==> config.mk <==
export PLATFORM = sky130hd
export DESIGN_NAME = debug_unit
export DESIGN_NICKNAME = d
export VERILOG_FILES = /design/src/rtl/debug_unit.sv
export SDC_FILE = /design/constraint.sdc
export NUM_CORES = 1
export LEC_CHECK = 0
export ABC_AREA = 1
export BUFFER_PORTS_ARGS = -buffer_cell sky130_fd_sc_hd__buf_4
export CORE_AREA = 4 4 105 107
export CTS_CLUSTER_DIAMETER = 80
export DETAILED_ROUTE_END_ITERATION = 8
export DIE_AREA = 0 0 109 111
export PLACE_DENSITY = 0.83
export RECOVER_POWER = 50
export SYNTH_ARGS = -nofsm -noshare
export SYNTH_HDL_FRONTEND = slang
export SYNTH_SLANG_ARGS = --single-unit
==> constraint.sdc <==
create_clock -name i_clk -period 1.7 [get_ports i_clk]
set_input_delay 0.17 -clock i_clk [delete_from_list [all_inputs] [get_ports i_clk]]
set_output_delay 0.17 -clock i_clk [all_outputs]
set_load 0.01 [all_outputs]
==> src/rtl/debug_unit.sv <==
// Debug unit: UART-driven instruction loader, run/step control and PC + register-file dump.
// Optional single-step command ('S') is built only when DEBUG_UNIT_STEP_EN is defined.
module debug_unit #(
  parameter int INST_SZ = 32,
  parameter int REG_SZ  = 5,
  parameter int BYTE_SZ = 8
) (
  input  logic               i_clk,
  input  logic               i_reset,
  input  logic [BYTE_SZ-1:0] i_rx_data,
  input  logic               i_rx_done,
  input  logic               i_tx_done,
  output logic [BYTE_SZ-1:0] o_tx_data,
  output logic               o_tx_start,
  output logic               o_write,
  output logic [INST_SZ-1:0] o_instruction,
  output logic               o_enable,
  output logic [REG_SZ-1:0]  o_debug_addr,
  input  logic [INST_SZ-1:0] i_pc,
  input  logic [INST_SZ-1:0] i_data,
  input  logic               i_halt,
  output logic [2:0]         o_fsm_state
);

  localparam int BYTES    = INST_SZ / BYTE_SZ;
  localparam int BCNT_W   = $clog2(BYTES);
  localparam int WIDX_W   = REG_SZ + 1;
  localparam int NUM_REGS = 2 ** REG_SZ;

  localparam logic [BYTE_SZ-1:0] CMD_LOAD  = BYTE_SZ'(8'h4C);
  localparam logic [BYTE_SZ-1:0] CMD_RUN   = BYTE_SZ'(8'h52);
  localparam logic [BYTE_SZ-1:0] CMD_STEP  = BYTE_SZ'(8'h53);
  localparam logic [INST_SZ-1:0] HALT_WORD = INST_SZ'(32'h0000003F);

  typedef enum logic [2:0] {
    ST_IDLE       = 3'd0,
    ST_LOAD       = 3'd1,
    ST_RUN        = 3'd2,
    ST_DUMP_LATCH = 3'd3,
    ST_DUMP_SEND  = 3'd4,
    ST_DUMP_WAIT  = 3'd5
`ifdef DEBUG_UNIT_STEP_EN
    ,
    ST_STEP       = 3'd6
`endif
  } state_t;

  state_t              state_q, state_d;
  logic [INST_SZ-1:0]  word_q, word_d;
  logic [BCNT_W-1:0]   lcnt_q, lcnt_d;
  logic                wr_q, wr_d;
  logic [INST_SZ-1:0]  instr_q, instr_d;
  logic [WIDX_W-1:0]   widx_q, widx_d;
  logic [BCNT_W-1:0]   bcnt_q, bcnt_d;
  logic [INST_SZ-1:0]  shreg_q, shreg_d;
  logic                enable;
  logic                tx_start;
  logic [REG_SZ-1:0]   dbg_addr;

  // Handshakes: a byte is taken only in a cycle where i_rx_done is high; after the
  // single-cycle o_tx_start, o_tx_data is held until i_tx_done pulses for that byte.
  always_comb begin
    state_d  = state_q;
    word_d   = word_q;
    lcnt_d   = lcnt_q;
    wr_d     = 1'b0;
    instr_d  = instr_q;
    widx_d   = widx_q;
    bcnt_d   = bcnt_q;
    shreg_d  = shreg_q;
    enable   = 1'b0;
    tx_start = 1'b0;
    dbg_addr = '0;
    case (state_q)
      ST_IDLE: begin
        if (i_rx_done) begin
          if (i_rx_data == CMD_LOAD) state_d = ST_LOAD;
          else if (i_rx_data == CMD_RUN) state_d = ST_RUN;
`ifdef DEBUG_UNIT_STEP_EN
          else if (i_rx_data == CMD_STEP) state_d = ST_STEP;
`endif
        end
      end
      ST_LOAD: begin
        if (i_rx_done) begin
          word_d = {word_q[INST_SZ-BYTE_SZ-1:0], i_rx_data};
          if (lcnt_q == BCNT_W'(BYTES - 1)) begin
            lcnt_d  = '0;
            wr_d    = 1'b1;
            instr_d = word_d;
            if (word_d == HALT_WORD) state_d = ST_IDLE;
          end else begin
            lcnt_d = lcnt_q + 1'b1;
          end
        end
      end
      ST_RUN: begin
        // Enable drops combinationally in the first cycle halt is seen.
        if (i_halt) state_d = ST_DUMP_LATCH;
        else enable = 1'b1;
      end
`ifdef DEBUG_UNIT_STEP_EN
      ST_STEP: begin
        enable  = 1'b1;
        state_d = ST_DUMP_LATCH;
      end
`endif
      ST_DUMP_LATCH: begin
        if (widx_q == '0) begin
          shreg_d = i_pc;
        end else begin
          dbg_addr = REG_SZ'(widx_q - 1'b1);
          shreg_d  = i_data;
        end
        bcnt_d  = '0;
        state_d = ST_DUMP_SEND;
      end
      ST_DUMP_SEND: begin
        tx_start = 1'b1;
        state_d  = ST_DUMP_WAIT;
      end
      ST_DUMP_WAIT: begin
        if (i_tx_done) begin
          if (bcnt_q == BCNT_W'(BYTES - 1)) begin
            bcnt_d = '0;
            if (widx_q == WIDX_W'(NUM_REGS)) begin
              widx_d  = '0;
              shreg_d = '0;
              state_d = ST_IDLE;
            end else begin
              widx_d  = widx_q + 1'b1;
              state_d = ST_DUMP_LATCH;
            end
          end else begin
            bcnt_d  = bcnt_q + 1'b1;
            shreg_d = shreg_q << BYTE_SZ;
            state_d = ST_DUMP_SEND;
          end
        end
      end
      default: state_d = ST_IDLE;
    endcase
  end

  always_ff @(posedge i_clk) begin
    if (i_reset) begin
      state_q <= ST_IDLE;
      word_q  <= '0;
      lcnt_q  <= '0;
      wr_q    <= 1'b0;
      instr_q <= '0;
      widx_q  <= '0;
      bcnt_q  <= '0;
      shreg_q <= '0;
    end else begin
      state_q <= state_d;
      word_q  <= word_d;
      lcnt_q  <= lcnt_d;
      wr_q    <= wr_d;
      instr_q <= instr_d;
      widx_q  <= widx_d;
      bcnt_q  <= bcnt_d;
      shreg_q <= shreg_d;
    end
  end

  // Outputs are forced quiet in any cycle reset is asserted, not just after it.
  assign o_write       = wr_q & ~i_reset;
  assign o_instruction = i_reset ? '0 : instr_q;
  assign o_enable      = enable & ~i_reset;
  assign o_tx_start    = tx_start & ~i_reset;
  assign o_tx_data     = i_reset ? '0 : shreg_q[INST_SZ-1 -: BYTE_SZ];
  assign o_debug_addr  = i_reset ? '0 : dbg_addr;
  assign o_fsm_state   = state_q;

endmodule

======== Word-level counts from Yosys, hierarchy flattened ========
Cells that the tools add are included.
word-level totals
  bits of input ports ..................... 77
  register bits after elaboration ......... 102
cells by class
  add/sub/neg operators ................... 4
  equal/unequal tests ..................... 19
  reduce and logical (&&, ||, !) cells .... 10
  mux-type cells .......................... 30
  bitwise operators ....................... 6
operators by type and width
  cell                   number
  $mux W32               5
  $pmux W32 S2           1
  $eq A32 B6 Y1 const B  1
  $mux W3                9
  $pmux W3 S6            1
  $eq A8 B7 Y1 const B   2
  $mux W5                3
  $ne A2 B2 Y1 const B   6
  $reduce_and A3 Y1      3
  $mux W2                4
  $mux W8                1
  $reduce_and A7 Y1      1
  $add A6 B1 Y6 const B  1
  $eq A3 B2 Y1 const B   2
  $eq A3 B3 Y1 const B   2
  $eq A6 B6 Y1 const B   1
  $logic_not A6 Y1       1
  $mux W6                1
  $ne A3 B3 Y1 const B   2
  $sub A5 B1 Y5 const B  1
  $add A2 B1 Y2 const B  2
  $eq A2 B2 Y1 const B   2
  $mux W1                4
  $pmux W2 S2            1
  other kinds (7)        12

======== Depth between registers and ports, before layout ========
  depth in word-level cells ............... 5
  gate-level depth with buffers ........... 11

======== Least setup slack after synthesis ========
OpenSTA, ideal clock, no wires.
  kind .................................... register to output
  start ................................... register widx_q[0]
  end ..................................... output port o_debug_addr[3]
  arrival ................................. 1511 ps
  cell stages (with the launch flop) ...... 8
  setup slack ............................. 19 ps
  buffers on the path ..................... 2
  cells stage by stage .................... dfxtp_1 > inv_1 > ha_1 > nand4_2 > buf_2 > buf_2 > nand3_1 > nor2_1
on the way
  longest elaborated chain between the ends .. 4
  elaborated cells between the ends (all ways) .. 5
RTL lines
  item                                               RTL line  source
  from (decl)                                        53        logic [WIDX_W-1:0] widx_q, widx_d;
  from (signal assigned)                             161       widx_q <= widx_d;
  $sub A5 B1 Y5 or $logic_not A6 Y1 (tied branches)  112, 109
  $mux W5 (*)                                        109       if (widx_q == '0) begin
  $mux W5 (*)                                        74        case (state_q)
  $mux W5 (*)                                        173       assign o_debug_addr = i_reset ? '0 : dbg_addr;
  to (decl)                                          18        output logic [REG_SZ-1:0] o_debug_addr,
Mark *: on every way between the ends. The rest lies on a longest branch, timed or not.

======== Worst setup path after layout ========
  start ................................... register widx_q[1]
  end ..................................... register shreg_q[12]
on the way
  longest elaborated chain between the ends .. 3
  elaborated cells between the ends (all ways) .. 6
RTL lines
  item                                                                RTL line  source
  $eq A6 B6 Y1 or $logic_not A6 Y1 (tied branches)                    126, 109
  $ne A3 B3 Y1 (no source line) or $mux W32 (tied branches)           n/a
  $reduce_and A3 Y1 (no source line) or $pmux W32 S2 (tied branches)  n/a
  to (signal assigned)                                                163       shreg_q <= shreg_d;
  to (decl)                                                           55        logic [INST_SZ-1:0] shreg_q, shreg_d;
Several ways; a longest one is shown, not always the timed one.
A chain may end at the register's enable or synchronous reset.

==> metrics.md <==
| Metric | Value |
|---|---|
| Status | `finished, violations left` |
| Failing checks | `negative setup slack` |
| Detailed-router iteration count before antenna repair | `5` |
| Routed wl met3 | `936 um` |
| Switch share | `30.43%` |
| Minimum period implied by the final worst setup slack | `1.702 ns` |
| Sequential fraction of design power | `50.8%` |
| Number of maximum-capacitance constraint violations | `0` |
| Depth of the worst register-to-register path | `11` |
| Hold Crit Start | `i_rx_data[5]` |
| DR iter-0 viols | `277` |
| Type of the tightest min-delay check | `in2reg` |
| Worst endpoint required time | `1.96 ns` |
| Antenna violations before repair | `0` |
| Overall track demand over capacity in global routing | `21.90%` |
| Maximum operating frequency | `0.5875 GHz` |
| Total power after layout | `5.400 mW` |
| Clock tree root driver cell | `sky130_fd_sc_hd__clkbuf_8` |
| DR DRC count | `0` |
| Unrepaired setup endpoints after global routing | `true` |
| Post-detailed-route wirelength per cell | `14.13 um` |
| Summed negative setup slack over all endpoints | `-0.002166 ns` |
| Critical Path Start Type | `flop` |
| Fin Clk Skew | `0.01613 ns` |
| Wire length of the first global-routing pass | `21,830 um` |
| Nature of the critical path endpoint | `flop` |
| Commonest cells after routing, fill and taps aside | `151 x sky130_fd_sc_hd__buf_4, 123 x sky130_fd_sc_hd__nand2_1, 101 x sky130_fd_sc_hd__inv_1, 98 x sky130_fd_sc_hd__dfxtp_1, 81 x sky130_fd_sc_hd__nor2_1` |
| Floorplan row count | `37` |
| Cell area power density | `804.5 nW/um^2` |
| Clock tree from TritonCTS | `built` |
| Critical path class | `reg2reg` |
| Post-DR vias/cell | `5.090` |
| Final HPWL from detailed placement | `9593 um` |
| H-tree depth reported by CTS | `3` |
| Fraction of final layout cells with drive strength greater than 1 | `26.60%` |
| Area of the die | `12,100 um^2` |
| Maximum vdd ir drop | `0.0004893 V` |
| Metal2 WL | `7015 um` |
| Min setup slack post-route | `-0.002166 ns` |
| Core ar. | `10,140 um^2` |
| Smallest hold slack | `0.05635 ns` |
| Overall die height | `111 um` |
| Relative slew margins | `77.34%` |
| Starting density of the core | `48.91%` |
| Non-filler cells in the finished layout | `993` |
| Final global-route overflow total | `0` |
| Final clock period utilization by the worst path | `100.1%` |
| Total clock buffers created by CTS | `9` |
| Maximum number of pins on one net before global-route repair | `49` |
| Final Max Slew Viols | `0` |
| Clock Pin Slew Worst Setup and Hold Paths | `0.11 ns` |
| Data arrival, critical path | `1.96 ns` |
| Vias after detailed routing | `5,054` |
| # IOs | `128` |
| CTS Sinks | `102` |
| Number of synthesized register bits | `102` |
| Number of standard cells after synthesis | `711` |
| Destination of the critical timing path | `shreg_q[12]$_SDFFE_PP0P_` |
| Final hold vios | `0` |
| Count of cell types in the netlist | `37` |
| Mean instance size in the synthesized netlist | `6.974 um^2` |
| Count of yosys warnings during synthesis | `0` |
| Combinational cell fraction of total power | `19.7%` |
| Post-Syn Nets | `793` |
| Share of flip-flops with an asynchronous set or reset | `0%` |
| Total standard cell area after synthesis | `4959 um^2` |
| Setup slack, reg-to-reg | `-0.002 ns` |
| Final cell utilization of the core | `66.21%` |
| Wire length reported by the detailed router | `14,040 um` |
| Ys flop type | `sky130_fd_sc_hd__dfxtp_1` |
| Number of cells in the design after placement | `959` |
| Worst Max-Slew Pin Slew | `0.3399 ns` |
| Met1 Wirelength | `5738 um` |
| Share of total power in the clock network | `29.6%` |
| Design internal power | `3.757 mW` |
| Most common library cell in the layout ignoring fill and taps | `sky130_fd_sc_hd__buf_4` |
| Antenna fix cells | `0` |
| Bufs on Longest Clock Path | `2` |
| Clk_lat worst skew | `0.37 ns` |
| Maximum fanout along the worst path | `7` |
| Start point of the critical path | `widx_q[1]$_SDFFE_PP0P_` |
| Net count, final | `934` |
| Number of global-route vias before repair | `4,880` |
| P_leak | `3.124 nW` |
| Worst reg2reg endpoint | `shreg_q[12]$_SDFFE_PP0P_` |
| Number of buffers inserted by port buffering | `127` |
| Uppermost signal routing layer after detailed routing | `met4` |
| Post-synthesis sequential area ratio | `41.18%` |
| Detail Route Antenna Nets | `0` |
| Switching power | `1.643 mW` |
| Number of enable flip-flop cells after synthesis | `0` |
| Reg-to-reg critical path startpoint | `widx_q[1]$_SDFFE_PP0P_` |
| Final Wtd Congestion | `0.8775` |
| Die extent in x | `109 um` |
| Final Setup Violations | `1` |
| Area Overhead vs Synth | `35.38%` |
[worst min path at each step]
stage,end,cells past startpoint
global placement,instr_q[5]$_SDFFE_PP0P_,2
finish,instr_q[5]$_SDFFE_PP0P_,2
detailed placement,instr_q[5]$_SDFFE_PP0P_,2
CTS,instr_q[5]$_SDFFE_PP0P_,2
global route,instr_q[5]$_SDFFE_PP0P_,2
floorplan,instr_q[0]$_SDFFE_PP0P_,1
[flip-flops by register name (all words and copies together) (netlist names)]
| signal | cells |
|---|---|
| instr_q | 32 |
| bcnt_q | 2 |
| widx_q | 6 |
| wr_q | 1 |
| o_fsm_state | 3 |
| lcnt_q | 2 |
| word_q | 24 |
| shreg_q | 32 |
[cell families after synthesis]
group	Yosys count	share of synthesized area [%]
and+or+nand+nor	302	26.82
AOI/OAI and AO/OA	150	17.76
buffers and inverters	148	12.26
DFF	102	41.18
adders and majority gates	5	1.262
xor gates and xnor gates	4	0.7067
[through the flow]
step	setup slack, ns	cell area (um^2)
after floorplan	0.01898	4959
after global placement	0.1468	6152
after detailed placement	0.1148	6152
after CTS	0.001494	6481
after global routing	-0.09018	6713
final	-0.002166	6713
[final cells by class]
class	count	area, um^2
Clock buffer	9	123.9
Clock inverter	7	83.83
Fill cell	865	3426
Inverter	109	417.9
Multi-Input combinational cell	461	2402
Sequential cell	102	2047
Tap cell	136	170.2
Timing Repair Buffer	169	1468
[critical path: stages, from the launching register on]
cell,delay (ns)
sky130_fd_sc_hd__dfxtp_2,0.34
sky130_fd_sc_hd__inv_2,0.07
sky130_fd_sc_hd__ha_4,0.15
sky130_fd_sc_hd__nand4_4,0.11
sky130_fd_sc_hd__buf_12,0.16
sky130_fd_sc_hd__buf_8,0.12
sky130_fd_sc_hd__buf_6,0.12
sky130_fd_sc_hd__or2_4,0.22
sky130_fd_sc_hd__o211ai_1,0.09
sky130_fd_sc_hd__nand3_1,0.10
sky130_fd_sc_hd__nand2_1,0.08
sky130_fd_sc_hd__inv_1,0.04
[synthesized netlist by cell type, drive strengths merged, types with 2 or more instances]
cell type    n  area (um^2)
nand2      126        480.5
or2         19        118.9
o21ai       51        255.3
ha           5        62.56
o211ai      19        142.6
nor3         5        25.02
o22a        17        148.9
dfxtp      102         2042
nand4        4        31.28
xor2         3        26.28
inv        108        405.4
buf         27        152.7
o22ai        2        12.51
nor2        93        369.1
a21oi       60        311.5
nor3b        2        20.02
clkbuf      12        45.04
nand3       52        277.8
[routing by layer]
layer  up-vias  GRT usage (%)
li1       2551              -
met1      2287          26.82
met2       188          38.17
met3        28          3.669
met4         0          7.576
met5         -              0
[power groups by stage]
stage | clock network (mW) | registers [mW] | logic [mW]
floorplan | 0 | 2.74 | 0.617
global placement | 0 | 2.78 | 0.966
detailed placement | 0 | 2.78 | 0.990
CTS | 1.62 | 2.73 | 1.01
global route | 1.71 | 2.76 | 1.19
finish | 1.60 | 2.74 | 1.06
[repair_timing]
action | CTS | global route
resized for setup | 14 | 29
setup buffers | 5 | 8
setup endpoints to repair | 6 | 57
pin swaps | 1 | 18
gates cloned | 1 | 4
hold buffers | 0 | 0
(Power assumes the default switching activity.)
